<file path="config.mk">
export PLATFORM = sky130hd
export DESIGN_NAME = seg7_scan_driver
export DESIGN_NICKNAME = d
export VERILOG_FILES = /design/src/rtl/seg7_pkg.sv /design/src/rtl/seg7_decoder.sv /design/src/rtl/seg7_scan_driver.sv
export SDC_FILE = /design/constraint.sdc
export NUM_CORES = 1
export LEC_CHECK = 0
export ABC_AREA = 1
export CORE_UTILIZATION = 50
export CTS_CLUSTER_SIZE = 14
export DETAILED_ROUTE_END_ITERATION = 10
export GPL_TIMING_DRIVEN = 1
export PLACE_DENSITY = 0.73
export SYNTH_ARGS = -nofsm -noshare
export SYNTH_HDL_FRONTEND = slang
export SYNTH_SLANG_ARGS = --single-unit
</file>
<file path="constraint.sdc">
create_clock -name clk -period 1.7 [get_ports clk]
set_input_delay 0.255 -clock clk [delete_from_list [all_inputs] [get_ports clk]]
set_output_delay 0.255 -clock clk [all_outputs]
set_load 0.01 [all_outputs]
</file>
<file path="src/rtl/seg7_pkg.sv">
`default_nettype none
// ============================================================================
// Module   : seg7_pkg
// Brief    : Segment patterns and decode helpers for the 7-segment scan driver.
// Revision : 1.0
// ============================================================================
package seg7_pkg;

    // Active-high patterns, bit order {a,b,c,d,e,f,g}
    localparam logic [6:0] SEG_0     = 7'b1111110;
    localparam logic [6:0] SEG_1     = 7'b0110000;
    localparam logic [6:0] SEG_2     = 7'b1101101;
    localparam logic [6:0] SEG_3     = 7'b1111001;
    localparam logic [6:0] SEG_4     = 7'b0110011;
    localparam logic [6:0] SEG_5     = 7'b1011011;
    localparam logic [6:0] SEG_6     = 7'b1011111;
    localparam logic [6:0] SEG_7     = 7'b1110000;
    localparam logic [6:0] SEG_8     = 7'b1111111;
    localparam logic [6:0] SEG_9     = 7'b1111011;
    localparam logic [6:0] SEG_A     = 7'b1110111;
    localparam logic [6:0] SEG_B     = 7'b0011111;
    localparam logic [6:0] SEG_C     = 7'b1001110;
    localparam logic [6:0] SEG_D     = 7'b0111101;
    localparam logic [6:0] SEG_E     = 7'b1001111;
    localparam logic [6:0] SEG_F     = 7'b1000111;
    localparam logic [6:0] SEG_BLANK = 7'b0000000;

    function automatic int idx_width(input int n);
        return (n > 1) ? $clog2(n) : 1;
    endfunction

    function automatic logic [6:0] seg7_decode(input logic [3:0] nibble, input logic hex_mode);
        logic [6:0] pat;
        case (nibble)
            4'h0:    pat = SEG_0;
            4'h1:    pat = SEG_1;
            4'h2:    pat = SEG_2;
            4'h3:    pat = SEG_3;
            4'h4:    pat = SEG_4;
            4'h5:    pat = SEG_5;
            4'h6:    pat = SEG_6;
            4'h7:    pat = SEG_7;
            4'h8:    pat = SEG_8;
            4'h9:    pat = SEG_9;
            4'hA:    pat = hex_mode ? SEG_A : SEG_BLANK;
            4'hB:    pat = hex_mode ? SEG_B : SEG_BLANK;
            4'hC:    pat = hex_mode ? SEG_C : SEG_BLANK;
            4'hD:    pat = hex_mode ? SEG_D : SEG_BLANK;
            4'hE:    pat = hex_mode ? SEG_E : SEG_BLANK;
            default: pat = hex_mode ? SEG_F : SEG_BLANK;
        endcase
        return pat;
    endfunction

endpackage
`default_nettype wire

</file>
<file path="src/rtl/seg7_decoder.sv">
`default_nettype none
// ============================================================================
// Module   : seg7_decoder
// Brief    : Combinational nibble to active-high {a..g} segment pattern.
// Revision : 1.0
// ============================================================================
module seg7_decoder
    import seg7_pkg::*;
#(
    parameter int HEX_MODE = 0
) (
    input  logic [3:0] nibble,
    output logic [6:0] pattern
);

    assign pattern = seg7_decode(nibble, HEX_MODE != 0);

endmodule
`default_nettype wire

</file>
<file path="src/rtl/seg7_scan_driver.sv">
`default_nettype none
// ============================================================================
// Module   : seg7_scan_driver
// Brief    : Time-multiplexed N-digit 7-segment driver with frame-aligned
//            updates and optional leading-zero blanking.
// Revision : 1.0
// ============================================================================
module seg7_scan_driver
    import seg7_pkg::*;
#(
    parameter int NUM_DIGITS     = 4,
    parameter int SCAN_DIV       = 50000,
    parameter int HEX_MODE       = 0,
    parameter int ACTIVE_LOW_SEG = 1,
    parameter int ACTIVE_LOW_AN  = 1
) (
    input  logic                    clk,
    input  logic                    rst_n,
    input  logic                    enable,
    input  logic                    load,
    input  logic [4*NUM_DIGITS-1:0] value,
    input  logic [NUM_DIGITS-1:0]   dp_in,
    input  logic                    blank_lz,
    output logic [6:0]              seg,
    output logic                    dp,
    output logic [NUM_DIGITS-1:0]   an,
    output logic                    frame_start,
    output logic                    pending
);

    localparam int IDX_W   = idx_width(NUM_DIGITS);
    localparam int PRESC_W = $clog2(SCAN_DIV);
    localparam int VAL_W   = 4 * NUM_DIGITS;

    localparam logic [6:0]            SEG_OFF = (ACTIVE_LOW_SEG != 0) ? 7'h7F : 7'h00;
    localparam logic                  DP_OFF  = (ACTIVE_LOW_SEG != 0);
    localparam logic [NUM_DIGITS-1:0] AN_OFF  = (ACTIVE_LOW_AN != 0) ? '1 : '0;

    logic [PRESC_W-1:0]    r_presc;
    logic [IDX_W-1:0]      r_idx;
    logic [VAL_W-1:0]      r_sh_val;
    logic [NUM_DIGITS-1:0] r_sh_dp;
    logic                  r_sh_blz;
    logic                  r_pending;
    logic [VAL_W-1:0]      r_disp_val;
    logic [NUM_DIGITS-1:0] r_disp_dp;
    logic [NUM_DIGITS-1:0] r_lz_mask;
    logic [6:0]            r_seg;
    logic                  r_dp;
    logic [NUM_DIGITS-1:0] r_an;

    logic                  w_tc;
    logic                  w_boundary;
    logic [IDX_W-1:0]      w_idx_next;
    logic [NUM_DIGITS-1:0] w_lz_next;
    logic                  w_lz_run;
    logic [NUM_DIGITS-1:0] w_onehot;
    logic [3:0]            w_nib;
    logic                  w_dp_bit;
    logic                  w_blank_bit;
    logic [6:0]            w_pattern;
    logic [6:0]            w_seg_hi;
    logic [6:0]            w_seg_next;
    logic                  w_dp_next;
    logic [NUM_DIGITS-1:0] w_an_lit;

    assign w_tc       = (r_presc == PRESC_W'(SCAN_DIV - 1));
    assign w_boundary = w_tc && (r_idx == IDX_W'(NUM_DIGITS - 1));
    assign w_idx_next = (r_idx == IDX_W'(NUM_DIGITS - 1)) ? '0 : r_idx + IDX_W'(1);

    // Blank zero nibbles from the MSD downward until the first non-zero; digit 0 always shows.
    always_comb begin
        w_lz_next = '0;
        w_lz_run  = r_sh_blz;
        for (int k = NUM_DIGITS - 1; k >= 1; k--) begin
            if (w_lz_run && (r_sh_val[4*k +: 4] == 4'h0)) begin
                w_lz_next[k] = 1'b1;
            end else begin
                w_lz_run = 1'b0;
            end
        end
    end

    always_comb begin
        w_onehot    = '0;
        w_nib       = 4'h0;
        w_dp_bit    = 1'b0;
        w_blank_bit = 1'b0;
        for (int k = 0; k < NUM_DIGITS; k++) begin
            if (r_idx == IDX_W'(k)) begin
                w_onehot[k] = 1'b1;
                w_nib       = r_disp_val[4*k +: 4];
                w_dp_bit    = r_disp_dp[k];
                w_blank_bit = r_lz_mask[k];
            end
        end
    end

    seg7_decoder #(
        .HEX_MODE (HEX_MODE)
    ) u_decoder (
        .nibble  (w_nib),
        .pattern (w_pattern)
    );

    assign w_seg_hi   = w_blank_bit ? SEG_BLANK : w_pattern;
    assign w_seg_next = (ACTIVE_LOW_SEG != 0) ? ~w_seg_hi : w_seg_hi;
    assign w_dp_next  = (ACTIVE_LOW_SEG != 0) ? ~w_dp_bit : w_dp_bit;
    assign w_an_lit   = (ACTIVE_LOW_AN != 0) ? ~w_onehot : w_onehot;

    always_ff @(posedge clk) begin
        if (!rst_n) begin
            r_presc    <= '0;
            r_idx      <= '0;
            r_sh_val   <= '0;
            r_sh_dp    <= '0;
            r_sh_blz   <= 1'b0;
            r_pending  <= 1'b0;
            r_disp_val <= '0;
            r_disp_dp  <= '0;
            r_lz_mask  <= '0;
            r_seg      <= SEG_OFF;
            r_dp       <= DP_OFF;
            r_an       <= AN_OFF;
        end else begin
            if (w_tc) begin
                r_presc <= '0;
                r_idx   <= w_idx_next;
            end else begin
                r_presc <= r_presc + PRESC_W'(1);
            end

            // Display only swaps on a frame boundary, so a frame never mixes two words.
            if (w_boundary && r_pending) begin
                r_disp_val <= r_sh_val;
                r_disp_dp  <= r_sh_dp;
                r_lz_mask  <= w_lz_next;
            end

            if (load) begin
                r_sh_val  <= value;
                r_sh_dp   <= dp_in;
                r_sh_blz  <= blank_lz;
                r_pending <= 1'b1;
            end else if (w_boundary) begin
                r_pending <= 1'b0;
            end

            // Digit enable dropped for the cycle after each idx change to avoid ghosting.
            r_an  <= (enable && !w_tc) ? w_an_lit : AN_OFF;
            r_seg <= w_seg_next;
            r_dp  <= w_dp_next;
        end
    end

    assign seg         = r_seg;
    assign dp          = r_dp;
    assign an          = r_an;
    assign frame_start = w_boundary;
    assign pending     = r_pending;

endmodule
`default_nettype wire

</file>
==> metrics.txt, run 1 <==
synthesis-to-layout area growth=31.1%; synthesized cell area=around 0.0033 mm²; CTS Buf Count=9; Vias/cell=5.35; number of global-route vias before repair=3032; top cells by instance count after synthesis=nand2_1, nor2_1, dfxtp_1, a21oi_1, nand3_1; Post-synth ARST share=0; final count of hold timing violations=0; # IOs=39; Die Wd=approximately 84 µm; fin cells=610; CP max FO=6; slowest stage delay, CP=0.38 ns; peak supply drop=around 520 µV; WP buf/inv=2; Slew Limit Headroom=0.615; CTS tree=yes; GP Congestion=0.887; Syn Area/Cell=7.35 µm²; Syn Inst Count=455; Worst Min Path Start=r_lz_mask[3]; max-cap violations=0; most instantiated library cell after synthesis=nand2_1; final setup violation count=5; share of layout cells above drive strength 1=0.195; WL final=8.03 mm; sink of the worst hold path=r_lz_mask[3]; distinct cell type count after synthesis=30; Yosys top cell area share=0.449; Critical Path Start Type=flip-flop; Routed WL per cell=13.2 µm; CP arrival=1.98 ns; Setup crit end kind=flip-flop; first-pass GRT wire length=13.8 mm; nets@finish=563; final setup margin=-0.0335 ns; clock buffer depth=2; die height=83.8 µm; Register-to-Register Path Depth=10; die area=approximately 0.0070 mm²; Final min period=1.73 ns; top_reg_cell synth=dfxtp_1; worst slack at placement=-0.148 ns; Core Rows=29; #FFs+latches synth=75; H-tree depth=3; Least-Margin Pin Slew=approximately 0.58 ns; Hold WS=between 0.4 and 0.5 ns; violated checks=setup timing; top post-synthesis cells by area=dfxtp_1, nand2_1, nor2_1; port buffer count=38; final worst-path cycle share=1.02; Leakage Power=around 1.7 nW; Antenna Nets Post-Route=0; Worst-path clk slew=approximately 0.080 ns; critical path class=reg -> reg; Clock Sinks=75; drt pass-1 iters=5; initial DRC count=153; DRC violations left=0; worst r2r src=r_idx[1]; Root Driver=clkbuf_8; cell area power density=791 mW/mm²; Crit. path cell count=10; Cells after DPL=586; Yosys top cell by area=dfxtp_1; clk_skew=around 0.0098 ns; status=complete, but fails checks; Max Slew Vio Count=0; fin util=0.687; Post-synth EDFFs=0; syn_nets=490; Total Routing Usage GR=0.243; CP delay by family, top=simple AND/OR/NAND/NOR gates; Critical Path RT=1.94 ns; initial antenna violation count=0; Hold-fix buffers, CTS=0; sequential cell area fraction in the yosys report=0.449; detailed-route via count=between 3000 and 4000; Critical Path Slowest Stage Cell=dfxtp_4; Crit Reg-Reg Endpoint=seg[3]; worst hold path class=reg -> reg; R2R setup slack=-0.03 ns; Min-Delay Path Depth=2; DP HPWL=5.57 mm; largest net degree at the start of global routing=26; Overflow after GRT=0; clk_lat worst skew=0.35 ns; n_diodes=0; Setup TNS=-0.0947 ns; synth warn=0; Cell Chain, Critical Path=inv_4 > ha_4 > inv_4 > o211ai_1 > nand2_1 > nand2_2 > ha_1 > nand3b_1 > nand3_1 > nand3_1; initial core utilization=0.524; f_max=roughly 580 MHz; CORE AREA=0.00639 mm²; RSZ-0062 raised after global routing=yes
[where the power goes]
part | internal, W | leakage (nW) | total (W) | switching (W)
Sequential | 0.00180 | 0.615 | 0.00184 | 0.0000341
Combinational | 0.000119 | 1.00 | 0.000230 | 0.000110
Clock | 0.000691 | 0.104 | 0.00140 | 0.000708
[timing repair]
| action | in CTS | in global routing |
|---|---|---|
| buffers inserted | 6 | 2 |
| resized for setup | 30 | 5 |
| pin swaps | 7 | 6 |
| endpoints found under the setup margin | 8 | 8 |
[worst min-delay path: stages, from the launching register on]
cell and delay, ns:
dfxtp_1 0.32, nand2_1 0.06, a21oi_1 0.05
[routing by layer]
layer | vias to the layer above | global-route usage | share of wire
li1 | 1644 | - | -
met1 | 1502 | 0.331 | 0.46
met2 | 103 | 0.381 | 0.47
met3 | 13 | 0.0504 | 0.056
met4 | 0 | 0.0832 | 0.014
met5 | - | 0 | 0
[kinds of logic (layout without fill, tap and decap cells)]
family / Yosys count / count (layout) / share of synthesized area
buffers and inverters: 52 / 130 / 0.0670
XOR/XNOR: 3 / 3 / 0.00786
adder cells (fa/ha/maj): 10 / 10 / 0.0374
flip-flops: 75 / 75 / 0.449
AND/OR/NAND/NOR: 245 / 245 / 0.330
AO/OA/AOI/OAI: 70 / 70 / 0.108
[cell type report]
class / count / area, µm²
fill: 544 / 2000
multi-input combinational: 328 / 1710
sequential: 75 / 1510
timing repair buffer: 82 / 734
inverter: 32 / 130
clock buffer: 9 / 124
tap: 77 / 96.3
clock inverter: 7 / 75.1
[sequential cells by signal, summed over array words and instances, names as in the netlist]
signal	flops
an	4
dp	1
pending	1
r_disp_dp	4
r_disp_val	16
r_idx	2
r_lz_mask	3
r_presc	16
r_sh_blz	1
r_sh_dp	4
r_sh_val	16
seg	7
[per-stage QoR]
| stage | cell area [µm²] | power (W) |
|---|---|---|
| floorplan | 3350 | 0.00198 |
| global placement | 4020 | 0.00210 |
| detailed placement | 4020 | 0.00210 |
| CTS | 4360 | 0.00348 |
| global route | 4390 | 0.00360 |
| finish | 4390 | 0.00347 |
[cells in the final DEF (no fill, tap or decap), types with 3 or more instances in the layout]
cell type / n
clkdlybuf4s50_1: 37
ha_4: 5
o211ai_1: 3
nand2_2: 7
nand4_1: 24
inv_1: 18
a21oi_1: 40
dfxtp_1: 71
nand3_1: 29
nor3_1: 8
nor2_2: 4
inv_4: 4
o21ai_0: 23
inv_6: 3
nor2_4: 3
inv_2: 7
xor2_1: 3
clkbuf_8: 9
nand3b_1: 4
ha_1: 4
nand2_1: 81
nor2_1: 77
clkinv_1: 3
buf_4: 41
[worst max-delay path by stage]
stage | start | end | slack (ns)
finish | r_idx[1] | seg[3] | -0.03
floorplan | r_idx[0] | seg[3] | -0.03
CTS | r_idx[1] | seg[3] | -0.01
detailed placement | r_idx[1] | seg[0] | -0.15
global route | r_idx[1] | seg[3] | -0.14
global placement | r_idx[1] | seg[0] | -0.03
No activity file was read; power rests on OpenSTA's default activity.
==> run 2: changes to the inputs <==
- CAP_MARGIN: unset -> 20
- DONT_BUFFER_PORTS: unset -> 1
- PLACE_DENSITY: 0.73 -> 0.68
==> metrics.txt, run 2 (same netlist as run 1, synthesis figures left out) <==
Root Driver=clkbuf_8 (unchanged); CORE AREA=0.00639 mm² (unchanged); Clock Sinks=75 (unchanged); n_diodes=0 (unchanged); WP buf/inv=2 (unchanged); clock buffer depth=2 (unchanged); number of global-route vias before repair=2708 (was 3032); final count of hold timing violations=0 (unchanged); R2R setup slack=-0.01 ns (was -0.03 ns); fin cells=556 (was 610); Slew Limit Headroom=0.614 (was 0.615); Setup crit end kind=flip-flop (unchanged); Worst-path clk slew=0.08 ns (about the same); RSZ-0062 raised after global routing=yes (unchanged); Tot Pwr=0.00336 W (was 0.00347 W); die height=83.8 µm (unchanged); most common cell after layout, fill and taps aside=nand2_1 (unchanged); Cells after DPL=532 (was 586); nets@finish=509 (was 563); Critical Path Slowest Stage Cell=dfxtp_4 (unchanged); first-pass GRT wire length=12.6 mm (was 13.8 mm); synthesis-to-layout area growth=17.7% (was 31.1%); Routed WL per cell=13.1 µm (was 13.2 µm); status=complete, but fails checks (unchanged); port buffer count=0 (was 38); Overflow after GRT=0 (unchanged); Register-to-Register Path Depth=11 (was 10); Die Wd=83.8 µm (unchanged); final setup margin=-0.0148 ns (was -0.0335 ns); final worst-path cycle share=1.01 (was 1.02); Max Slew Vio Count=0 (unchanged); # IOs=39 (unchanged); clk_skew=0.00970 ns (was 0.00977 ns); DRC violations left=0 (unchanged); Total Routing Usage GR=0.223 (was 0.243); die area=0.00702 mm² (unchanged); Min-Delay Path Depth=2 (unchanged); Core Rows=29 (unchanged); Largest regs=r_disp_val (16), r_presc (16), r_sh_val (16) (unchanged); WL final=7.29 mm (was 8.03 mm); Crit. path cell count=11 (was 10); most frequent cells in the layout=nand2_1, nor2_1, dfxtp_1, a21oi_1, nand3_1 (was nand2_1, nor2_1, dfxtp_1, buf_4, a21oi_1); Least-Margin Pin Slew=0.578 ns (was 0.577 ns); detailed-route via count=2918 (was 3262); worst hold path class=in -> reg (was reg -> reg); Hold-fix buffers, CTS=0 (unchanged); final setup violation count=1 (was 5); Cell Chain, Critical Path=inv_4 > ha_4 > inv_4 > nor2_2 > nor2_1 > nand2_1 > nand2_2 > ha_4 > nand3b_1 > nand3_1 > nand3_1 (was inv_4 > ha_4 > inv_4 > o211ai_1 > nand2_1 > nand2_2 > ha_1 > nand3b_1 > nand3_1 > nand3_1); Leakage Power=1.49 nW (was 1.72 nW); violated checks=setup timing (unchanged); max-cap violations=0 (unchanged); Critical Path RT=1.93 ns (was 1.94 ns); peak supply drop=680 µV (was 520 µV); CP delay by family, top=simple AND/OR/NAND/NOR gates (unchanged); CTS tree=yes (unchanged); GP Congestion=0.857 (was 0.887); slowest stage delay, CP=0.41 ns (was 0.38 ns); drt pass-1 iters=5 (unchanged); Critical Path Start Type=flip-flop (unchanged); f_max=583 MHz (was 577 MHz); initial antenna violation count=0 (unchanged); Antenna Nets Post-Route=0 (unchanged); largest net degree at the start of global routing=26 (unchanged); initial DRC count=113 (was 153); share of layout cells above drive strength 1=0.190 (was 0.195); H-tree depth=3 (unchanged); Setup TNS=-0.0148 ns (was -0.0947 ns); CTS Buf Count=9 (unchanged); Vias/cell=5.25 (was 5.35); CP arrival=1.95 ns (was 1.98 ns); DP HPWL=5.18 mm (was 5.57 mm); critical path class=reg -> reg (unchanged); cell area power density=853 mW/mm² (was 791 mW/mm²); CP max FO=5 (was 6); Final min period=1.71 ns (was 1.73 ns); initial core utilization=0.524 (unchanged); clk_lat worst skew=0.35 ns (about the same)
-- run 2: repair_timing --
item,CTS,global route
setup buffers,1,7
pin swaps,3,17
gates resized for setup,20,17
setup endpoints to repair,7,22
-- run 2: layout make-up --
type                    count  area, µm²
clock buffers              11        141
clock inverters             5       61.3
fillers                   586       2450
inverters                  32        130
multi-input cells         328       1750
flip-flops and latches     75       1510
well taps                  77       96.3
repair buffers             28        251
-- run 2: path summary, 6_finish.rpt --
path              start      endpoint
max            r_idx[0]        seg[3]
min               rst_n  r_sh_val[11]
max reg2reg    r_idx[0]        seg[3]
min reg2reg  r_presc[0]    r_presc[0]
-- run 2: per-stage QoR --
step | instance area, µm² | hold WS [ns] | setup slack (ns) | util
after detailed placement | 3530 | 0.390 | -0.103 | 0.553
after CTS | 3820 | 0.0217 | 0.0116 | 0.598
after global routing | 3940 | 0.0210 | -0.142 | 0.616
after global placement | 3530 | 0.384 | -0.0257 | 0.553
after floorplan | 3350 | 0.390 | -0.0303 | -
final | 3940 | 0.0340 | -0.0148 | 0.616
-- run 2: worst reg2reg max path, cell delays in order, from the launching register on --
cell	delay (ns)
dfxtp_4	0.41
inv_4	0.06
ha_4	0.17
inv_4	0.07
nor2_2	0.03
nor2_1	0.10
nand2_1	0.07
nand2_2	0.13
ha_4	0.21
nand3b_1	0.17
nand3_1	0.10
nand3_1	0.08
-- run 2: layer usage --
| metal | track usage | part of all wire | vias up |
|---|---|---|---|
| met5 | 0 | 0 | - |
| met3 | 0.0663 | 0.040 | 5 |
| met1 | 0.307 | 0.51 | 1315 |
| met2 | 0.347 | 0.44 | 55 |
| met4 | 0.0508 | 0.0073 | 0 |
| li1 | - | - | 1543 |
-- run 2: report_power, final --
| group | switching, W | total (W) | internal [W] |
|---|---|---|---|
| Combinational | 0.0000762 | 0.000126 | 0.0000501 |
| Sequential | 0.0000424 | 0.00185 | 0.00180 |
| Clock | 0.000657 | 0.00138 | 0.000726 |
